===== config.mk =====
export PLATFORM = sky130hd
export DESIGN_NAME = branch_redirect_ctrl_flat
export DESIGN_NICKNAME = d
export VERILOG_FILES = /design/src/rtl/branch_redirect_ctrl_if.sv /design/src/rtl/branch_redirect_ctrl.sv /design/src/flat_wrapper.sv
export SDC_FILE = /design/constraint.sdc
export NUM_CORES = 1
export LEC_CHECK = 0
export CORE_ASPECT_RATIO = 0.7
export CORE_MARGIN = 1.5
export CORE_UTILIZATION = 45
export DETAILED_ROUTE_END_ITERATION = 10
export PLACE_DENSITY = 0.78
export SYNTH_ARGS = -nofsm -noshare
export SYNTH_HDL_FRONTEND = slang
export SYNTH_SLANG_ARGS = --single-unit

===== constraint.sdc =====
create_clock -name clk -period 4.2 [get_ports clk]
set_clock_uncertainty 0.2 [all_clocks]
set_input_delay 0.84 -clock clk [delete_from_list [all_inputs] [get_ports clk]]
set_output_delay 0.84 -clock clk [all_outputs]
set_load 0.01 [all_outputs]

===== src/rtl/branch_redirect_ctrl_if.sv =====
// EX-stage branch resolution inputs and the redirect / branch-buffer update outputs.
// master drives EX state and stalls; slave is the redirect controller.
interface branch_redirect_ctrl_if #(
  parameter int PC_BITS  = 12,
  parameter int CNT_BITS = 16
);
  logic                EX_valid;
  logic                EX_brn;
  logic [PC_BITS-1:0]  EX_pc;
  logic                EX_pred_taken;
  logic [PC_BITS-1:0]  EX_pred_target;
  logic                EX_true_taken;
  logic [PC_BITS-1:0]  EX_alu_out;
  logic                MEM_stall;
  logic                F_stall;
  logic                redirect_valid;
  logic [PC_BITS-1:0]  redirect_pc;
  logic                flush_F;
  logic                flush_D;
  logic                bp_upd_valid;
  logic [PC_BITS-1:0]  bp_upd_pc;
  logic [PC_BITS-1:0]  bp_upd_target;
  logic                bp_upd_taken;
  logic                busy;
  logic [CNT_BITS-1:0] branch_cnt;
  logic [CNT_BITS-1:0] mispred_cnt;

  modport master (
    output EX_valid, EX_brn, EX_pc, EX_pred_taken, EX_pred_target,
           EX_true_taken, EX_alu_out, MEM_stall, F_stall,
    input  redirect_valid, redirect_pc, flush_F, flush_D, bp_upd_valid,
           bp_upd_pc, bp_upd_target, bp_upd_taken, busy, branch_cnt, mispred_cnt
  );

  modport slave (
    input  EX_valid, EX_brn, EX_pc, EX_pred_taken, EX_pred_target,
           EX_true_taken, EX_alu_out, MEM_stall, F_stall,
    output redirect_valid, redirect_pc, flush_F, flush_D, bp_upd_valid,
           bp_upd_pc, bp_upd_target, bp_upd_taken, busy, branch_cnt, mispred_cnt
  );
endinterface


===== src/rtl/branch_redirect_ctrl.sv =====
// Resolves EX branches against the fetch prediction, sequences redirect + F/D flush on a
// mispredict, strobes one branch-buffer update per accepted branch, keeps saturating stats.
module branch_redirect_ctrl #(
  parameter int PC_BITS      = 12,
  parameter int FLUSH_CYCLES = 2,
  parameter int CNT_BITS     = 16
) (
  input  logic                   clk,
  input  logic                   rst,
  branch_redirect_ctrl_if.slave  bus
);
  typedef enum logic [1:0] {IDLE, REDIRECT, DRAIN} state_t;

  localparam int DW = (FLUSH_CYCLES > 1) ? $clog2(FLUSH_CYCLES) : 1;

  state_t             state, state_nxt;
  logic [DW-1:0]      drain_cnt;
  logic               acc, mis;
  logic [PC_BITS-1:0] cpc;
  logic               unused_pred_taken;

  // Direction is implied by the predicted target, so only the target is compared.
  assign unused_pred_taken = bus.EX_pred_taken;

  always_comb begin
    acc = bus.EX_valid && bus.EX_brn && !bus.MEM_stall && (state == IDLE);
    cpc = bus.EX_true_taken ? bus.EX_alu_out : bus.EX_pc + PC_BITS'(1);
    mis = acc && (bus.EX_pred_target != cpc);
  end

  always_ff @(posedge clk) begin
    if (rst) state <= IDLE;
    else     state <= state_nxt;
  end

  always_comb begin
    state_nxt = state;
    case (state)
      IDLE:     if (mis) state_nxt = REDIRECT;
      REDIRECT: if (!bus.F_stall) state_nxt = (FLUSH_CYCLES > 1) ? DRAIN : IDLE;
      DRAIN:    if (drain_cnt <= DW'(1)) state_nxt = IDLE;
      default:  state_nxt = IDLE;
    endcase
  end

  always_comb begin
    bus.redirect_valid = (state == REDIRECT);
    bus.flush_F        = (state == REDIRECT) || (state == DRAIN);
    bus.flush_D        = (state == REDIRECT) || (state == DRAIN);
    bus.busy           = (state != IDLE);
  end

  // Reloaded every REDIRECT cycle so it is fresh whenever F_stall finally drops.
  always_ff @(posedge clk) begin
    if (rst)                                 drain_cnt <= '0;
    else if (state == REDIRECT)              drain_cnt <= DW'(FLUSH_CYCLES - 1);
    else if (state == DRAIN && drain_cnt != '0) drain_cnt <= drain_cnt - DW'(1);
  end

  always_ff @(posedge clk) begin
    if (rst) begin
      bus.redirect_pc   <= '0;
      bus.bp_upd_valid  <= 1'b0;
      bus.bp_upd_pc     <= '0;
      bus.bp_upd_target <= '0;
      bus.bp_upd_taken  <= 1'b0;
      bus.branch_cnt    <= '0;
      bus.mispred_cnt   <= '0;
    end else begin
      bus.bp_upd_valid <= acc;
      if (mis) bus.redirect_pc <= cpc;
      if (acc) begin
        bus.bp_upd_pc     <= bus.EX_pc;
        bus.bp_upd_target <= bus.EX_alu_out;
        bus.bp_upd_taken  <= bus.EX_true_taken;
      end
      if (acc && bus.branch_cnt != '1)  bus.branch_cnt  <= bus.branch_cnt + CNT_BITS'(1);
      if (mis && bus.mispred_cnt != '1) bus.mispred_cnt <= bus.mispred_cnt + CNT_BITS'(1);
    end
  end
endmodule


===== src/flat_wrapper.sv =====
// flat-port wrapper written by rule: the top's interface ports become plain ports
module branch_redirect_ctrl_flat 
#(
  parameter int PC_BITS      = 12,
  parameter int FLUSH_CYCLES = 2,
  parameter int CNT_BITS     = 16
)
  (clk, rst, bus_EX_valid, bus_EX_brn, bus_EX_pc, bus_EX_pred_taken, bus_EX_pred_target, bus_EX_true_taken, bus_EX_alu_out, bus_MEM_stall, bus_F_stall, bus_redirect_valid, bus_redirect_pc, bus_flush_F, bus_flush_D, bus_bp_upd_valid, bus_bp_upd_pc, bus_bp_upd_target, bus_bp_upd_taken, bus_busy, bus_branch_cnt, bus_mispred_cnt);
  branch_redirect_ctrl_if #(.PC_BITS(PC_BITS), .CNT_BITS(CNT_BITS)) bus_i ();
  input  logic clk;
  input  logic rst;
  input wire logic [$bits(bus_i.EX_valid)-1:0] bus_EX_valid;
  input wire logic [$bits(bus_i.EX_brn)-1:0] bus_EX_brn;
  input wire logic [$bits(bus_i.EX_pc)-1:0] bus_EX_pc;
  input wire logic [$bits(bus_i.EX_pred_taken)-1:0] bus_EX_pred_taken;
  input wire logic [$bits(bus_i.EX_pred_target)-1:0] bus_EX_pred_target;
  input wire logic [$bits(bus_i.EX_true_taken)-1:0] bus_EX_true_taken;
  input wire logic [$bits(bus_i.EX_alu_out)-1:0] bus_EX_alu_out;
  input wire logic [$bits(bus_i.MEM_stall)-1:0] bus_MEM_stall;
  input wire logic [$bits(bus_i.F_stall)-1:0] bus_F_stall;
  output wire logic [$bits(bus_i.redirect_valid)-1:0] bus_redirect_valid;
  output wire logic [$bits(bus_i.redirect_pc)-1:0] bus_redirect_pc;
  output wire logic [$bits(bus_i.flush_F)-1:0] bus_flush_F;
  output wire logic [$bits(bus_i.flush_D)-1:0] bus_flush_D;
  output wire logic [$bits(bus_i.bp_upd_valid)-1:0] bus_bp_upd_valid;
  output wire logic [$bits(bus_i.bp_upd_pc)-1:0] bus_bp_upd_pc;
  output wire logic [$bits(bus_i.bp_upd_target)-1:0] bus_bp_upd_target;
  output wire logic [$bits(bus_i.bp_upd_taken)-1:0] bus_bp_upd_taken;
  output wire logic [$bits(bus_i.busy)-1:0] bus_busy;
  output wire logic [$bits(bus_i.branch_cnt)-1:0] bus_branch_cnt;
  output wire logic [$bits(bus_i.mispred_cnt)-1:0] bus_mispred_cnt;
  assign bus_i.EX_valid = bus_EX_valid;
  assign bus_i.EX_brn = bus_EX_brn;
  assign bus_i.EX_pc = bus_EX_pc;
  assign bus_i.EX_pred_taken = bus_EX_pred_taken;
  assign bus_i.EX_pred_target = bus_EX_pred_target;
  assign bus_i.EX_true_taken = bus_EX_true_taken;
  assign bus_i.EX_alu_out = bus_EX_alu_out;
  assign bus_i.MEM_stall = bus_MEM_stall;
  assign bus_i.F_stall = bus_F_stall;
  assign bus_redirect_valid = bus_i.redirect_valid;
  assign bus_redirect_pc = bus_i.redirect_pc;
  assign bus_flush_F = bus_i.flush_F;
  assign bus_flush_D = bus_i.flush_D;
  assign bus_bp_upd_valid = bus_i.bp_upd_valid;
  assign bus_bp_upd_pc = bus_i.bp_upd_pc;
  assign bus_bp_upd_target = bus_i.bp_upd_target;
  assign bus_bp_upd_taken = bus_i.bp_upd_taken;
  assign bus_busy = bus_i.busy;
  assign bus_branch_cnt = bus_i.branch_cnt;
  assign bus_mispred_cnt = bus_i.mispred_cnt;
  branch_redirect_ctrl #(.PC_BITS(PC_BITS), .FLUSH_CYCLES(FLUSH_CYCLES), .CNT_BITS(CNT_BITS)) u_core (.clk(clk), .rst(rst), .bus(bus_i));
endmodule

==> flow_summary.json <==
{
  "drt_iter0_markers": 241,
  "cts_tree": "yes",
  "start_util_pct": 47.35,
  "worst-path-buf-inv": 3,
  "antenna_found_initial": 0,
  "dp_cells": 664,
  "synthTopCellsByArea": "dfxtp_1, nand2_1, a21oi_1",
  "tightest_slew_ns": 1.200,
  "grt_max_degree": 67,
  "finalPower_w": 0.001730,
  "gr-usage-all-layers_pct": 22.86,
  "cp_max_fo": 35,
  "core_area_um2": 8006,
  "yosysTopAreaCellShare_pct": 38.02,
  "layout_common_cells": "clkdlybuf4s50_1, nand2_1, dfxtp_1, a21oi_1, nor2_1",
  "finalNetCount": 623,
  "rows": 27,
  "slowest_stage": "clkdlybuf4s50_1",
  "startpoint_type": "input port",
  "syn2layout_area_growth_pct": 40.86,
  "htree_levels": 3,
  "gr-total-overflow": 0,
  "syn_area_um2": 3791,
  "synth_edf_count": 0,
  "setup_violations": 0,
  "power.leakage_nw": 1.963,
  "grt_pass1_wl_mm": 16.01,
  "first_pass_iters": 5,
  "synth_seq_cells": 72,
  "cp.required_ns": 4.18,
  "wirelength_mm": 10.12,
  "cts_setup_buffers": 0,
  "holdPathStages": 2,
  "drc": 0,
  "hold_viol_final": 0,
  "holdCritPathClass": "reg2reg",
  "clk_path_buf_depth": 2,
  "worst_path_most_repeated_cell": "mux2i_1",
  "critical_path_class": "in2reg",
  "num-fill-cells": 687,
  "ant_nets": 0,
  "rsz0062_at_grt": "false",
  "syn_inst": 461,
  "ff2ff_path_depth": 8,
  "endpoint_kind": "register",
  "io_pins": 118,
  "cts_made_buffers": 9,
  "avgSynthCellArea_um2": 8.224,
  "async_reset_ff_share_pct": 0,
  "die_w_um": 112.7,
  "io_buffer_count": 116,
  "n_antenna_cell": 0,
  "fin_area_um2": 5340,
  "timing.rr.start": "u_core.state[1]",
  "status": "complete, no violations",
  "cts_root_buf": "clkbuf_16",
  "via_per_inst": 5.453,
  "yosys.cell_types.count": 55,
  "worst-r2r-setup-slack_ns": 1.24,
  "max_freq_mhz": 262.4,
  "grt_pass1_vias": 3345,
  "crit_arrival_ns": 3.79,
  "vias": 3708,
  "clk_pin_slew_ns": 0.06,
  "critPathTopFamily": "compound AO/OA/AOI/OAI gates",
  "power.density_nw_per_um2": 324.0,
  "cp_slowest_stage_delay_ns": 0.53,
  "placedInstanceArea_um2": 5037,
  "worstHoldStart": "u_core.bus.bp_upd_target[9]",
  "ys_seq_area_share_pct": 38.02,
  "gp_congestion": 0.8636,
  "ys_warn_count": 0,
  "fin_cells": 680,
  "dieArea_um2": 8993,
  "dp_hpwl_mm": 7.552,
  "cap_violations": 0,
  "path_cells": "clkdlybuf4s50_1 -> ha_2 -> nand3_1 -> nor2_2 -> mux2i_1 -> a2111oi_0 -> a31oi_1 -> o41ai_4 -> buf_12 -> buf_4 -> mux2i_1 -> nor2_1",
  "clk_latency_ns": 0.34,
  "fin_crit_ns": 3.811,
  "peakVddDrop_uv": 223.3,
  "synth_ff_type": "dfxtp_1",
  "cts_sinks": 72,
  "drive_gt1_share_pct": 7.599,
  "holdPathEnd": "u_core.bus.bp_upd_target[9]",
  "hold_buffers": 0,
  "max_slew_margin_pct": 19.98,
  "timing.final.crit_share_pct": 90.74,
  "syn-num-nets": 510,
  "layout_commonest_cell": "clkdlybuf4s50_1",
  "reg2reg_to": "u_core.bus.branch_cnt[9]",
  "die_height_um": 79.80,
  "slew_violations": 0,
  "synth_top_area_cell": "dfxtp_1",
  "wl_per_cell_um": 14.89
}
[final cells by class]
type                    count  area (µm²)  share of cell area, %
inverters                  10       37.54                 0.7029
clock inverters             3       40.04                 0.7498
multi-input cells         350        2153                  40.32
well taps                 101       126.4                  2.366
clock buffers              13       260.3                  4.873
repair buffers            131        1281                  23.99
flip-flops and latches     72        1441                  26.99
[flip-flops by register name, summed over array words and instances (netlist names)]
register,cells
u_core.bus.branch_cnt,16
u_core.bus.mispred_cnt,16
u_core.bus.bp_upd_pc,12
u_core.bus.bp_upd_target,12
u_core.bus.redirect_pc,12
u_core.state,2
u_core.bus.bp_upd_taken,1
u_core.bus.bp_upd_valid,1
[how the worst max path moves through the flow]
stage | from | to | slack, ns | depth (start not counted)
after floorplan | bus_EX_pc[0] | u_core.bus.mispred_cnt[8] | 0.91 | 10
after global placement | bus_EX_pc[1] | u_core.bus.redirect_pc[4] | 0.07 | 12
after global routing | bus_EX_pc[1] | u_core.bus.redirect_pc[4] | 0.05 | 12
after CTS | bus_EX_pc[1] | u_core.bus.redirect_pc[2] | 0.32 | 12
after detailed placement | bus_EX_pc[1] | u_core.bus.redirect_pc[4] | -0.01 | 12
final | bus_EX_pc[1] | u_core.bus.redirect_pc[2] | 0.39 | 12
[stage by stage]
| stage | hold WS (ns) | setup WS, ns | setup TNS (ns) | utilization (%) |
|---|---|---|---|---|
| 4_1_cts | 0.2542 | 0.3230 | 0 | 66.67 |
| 3_3_place_gp | 0.2427 | 0.06884 | 0 | 62.92 |
| 6_report | 0.2527 | 0.3888 | 0 | 66.70 |
| 5_1_grt | 0.2759 | 0.05233 | 0 | 66.70 |
| 3_5_place_dp | 0.2474 | -0.01290 | -0.01394 | 62.92 |
| 2_1_floorplan | 0.2622 | 0.9091 | 0 | - |
[cell families after synthesis]
logic type / Yosys count / share of synthesized area (%)
AND/OR/NAND/NOR: 204 / 27.06
AO/OA/AOI/OAI: 84 / 13.43
flip-flops: 72 / 38.02
buffers and inverters: 39 / 5.247
XOR/XNOR: 35 / 8.482
multiplexers: 22 / 6.106
adder cells (fa/ha/maj): 5 / 1.650
[power breakdown]
part,switching (W),internal [W],leakage [nW]
Sequential,0.0000101,0.000700,0.583
Clock,0.000281,0.000490,0.150
Combinational,0.000124,0.000125,1.23
[synth_stat cells (5+ instances only)]
library cell and n:
nand2_1 76, dfxtp_1 72, a21oi_1 45, nor2_1 44, nand3_1 22, xor2_1 20
xnor2_1 14, clkbuf_1 13, mux2i_1 13, o21ai_0 12, inv_1 9, mux2_1 9
nor2b_1 8, or3_1 8, nor4_1 6, or4_1 6, and3_1 5, and4_1 5
buf_4 5, ha_1 5, o31ai_1 5
[metal layers]
metal,global-route usage (%),vias up,wire (µm)
met3,9.567,19,889
li1,-,1829,-
met4,7.468,0,166
met1,28.91,1734,4555
met2,35.43,126,4513
met5,0,-,0
[tightest hold or removal path: cells and delay by family (launching register included)]
kind            cells  cell delay [ns]
compound gates      1             0.05
flops               1             0.30
simple gates        1             0.05
[timing repair]
action                                  CTS  global route
resized for setup                         0             1
hold endpoints to repair                  0             0
endpoints found under the setup margin    0             4
(Power assumes the default switching activity.)
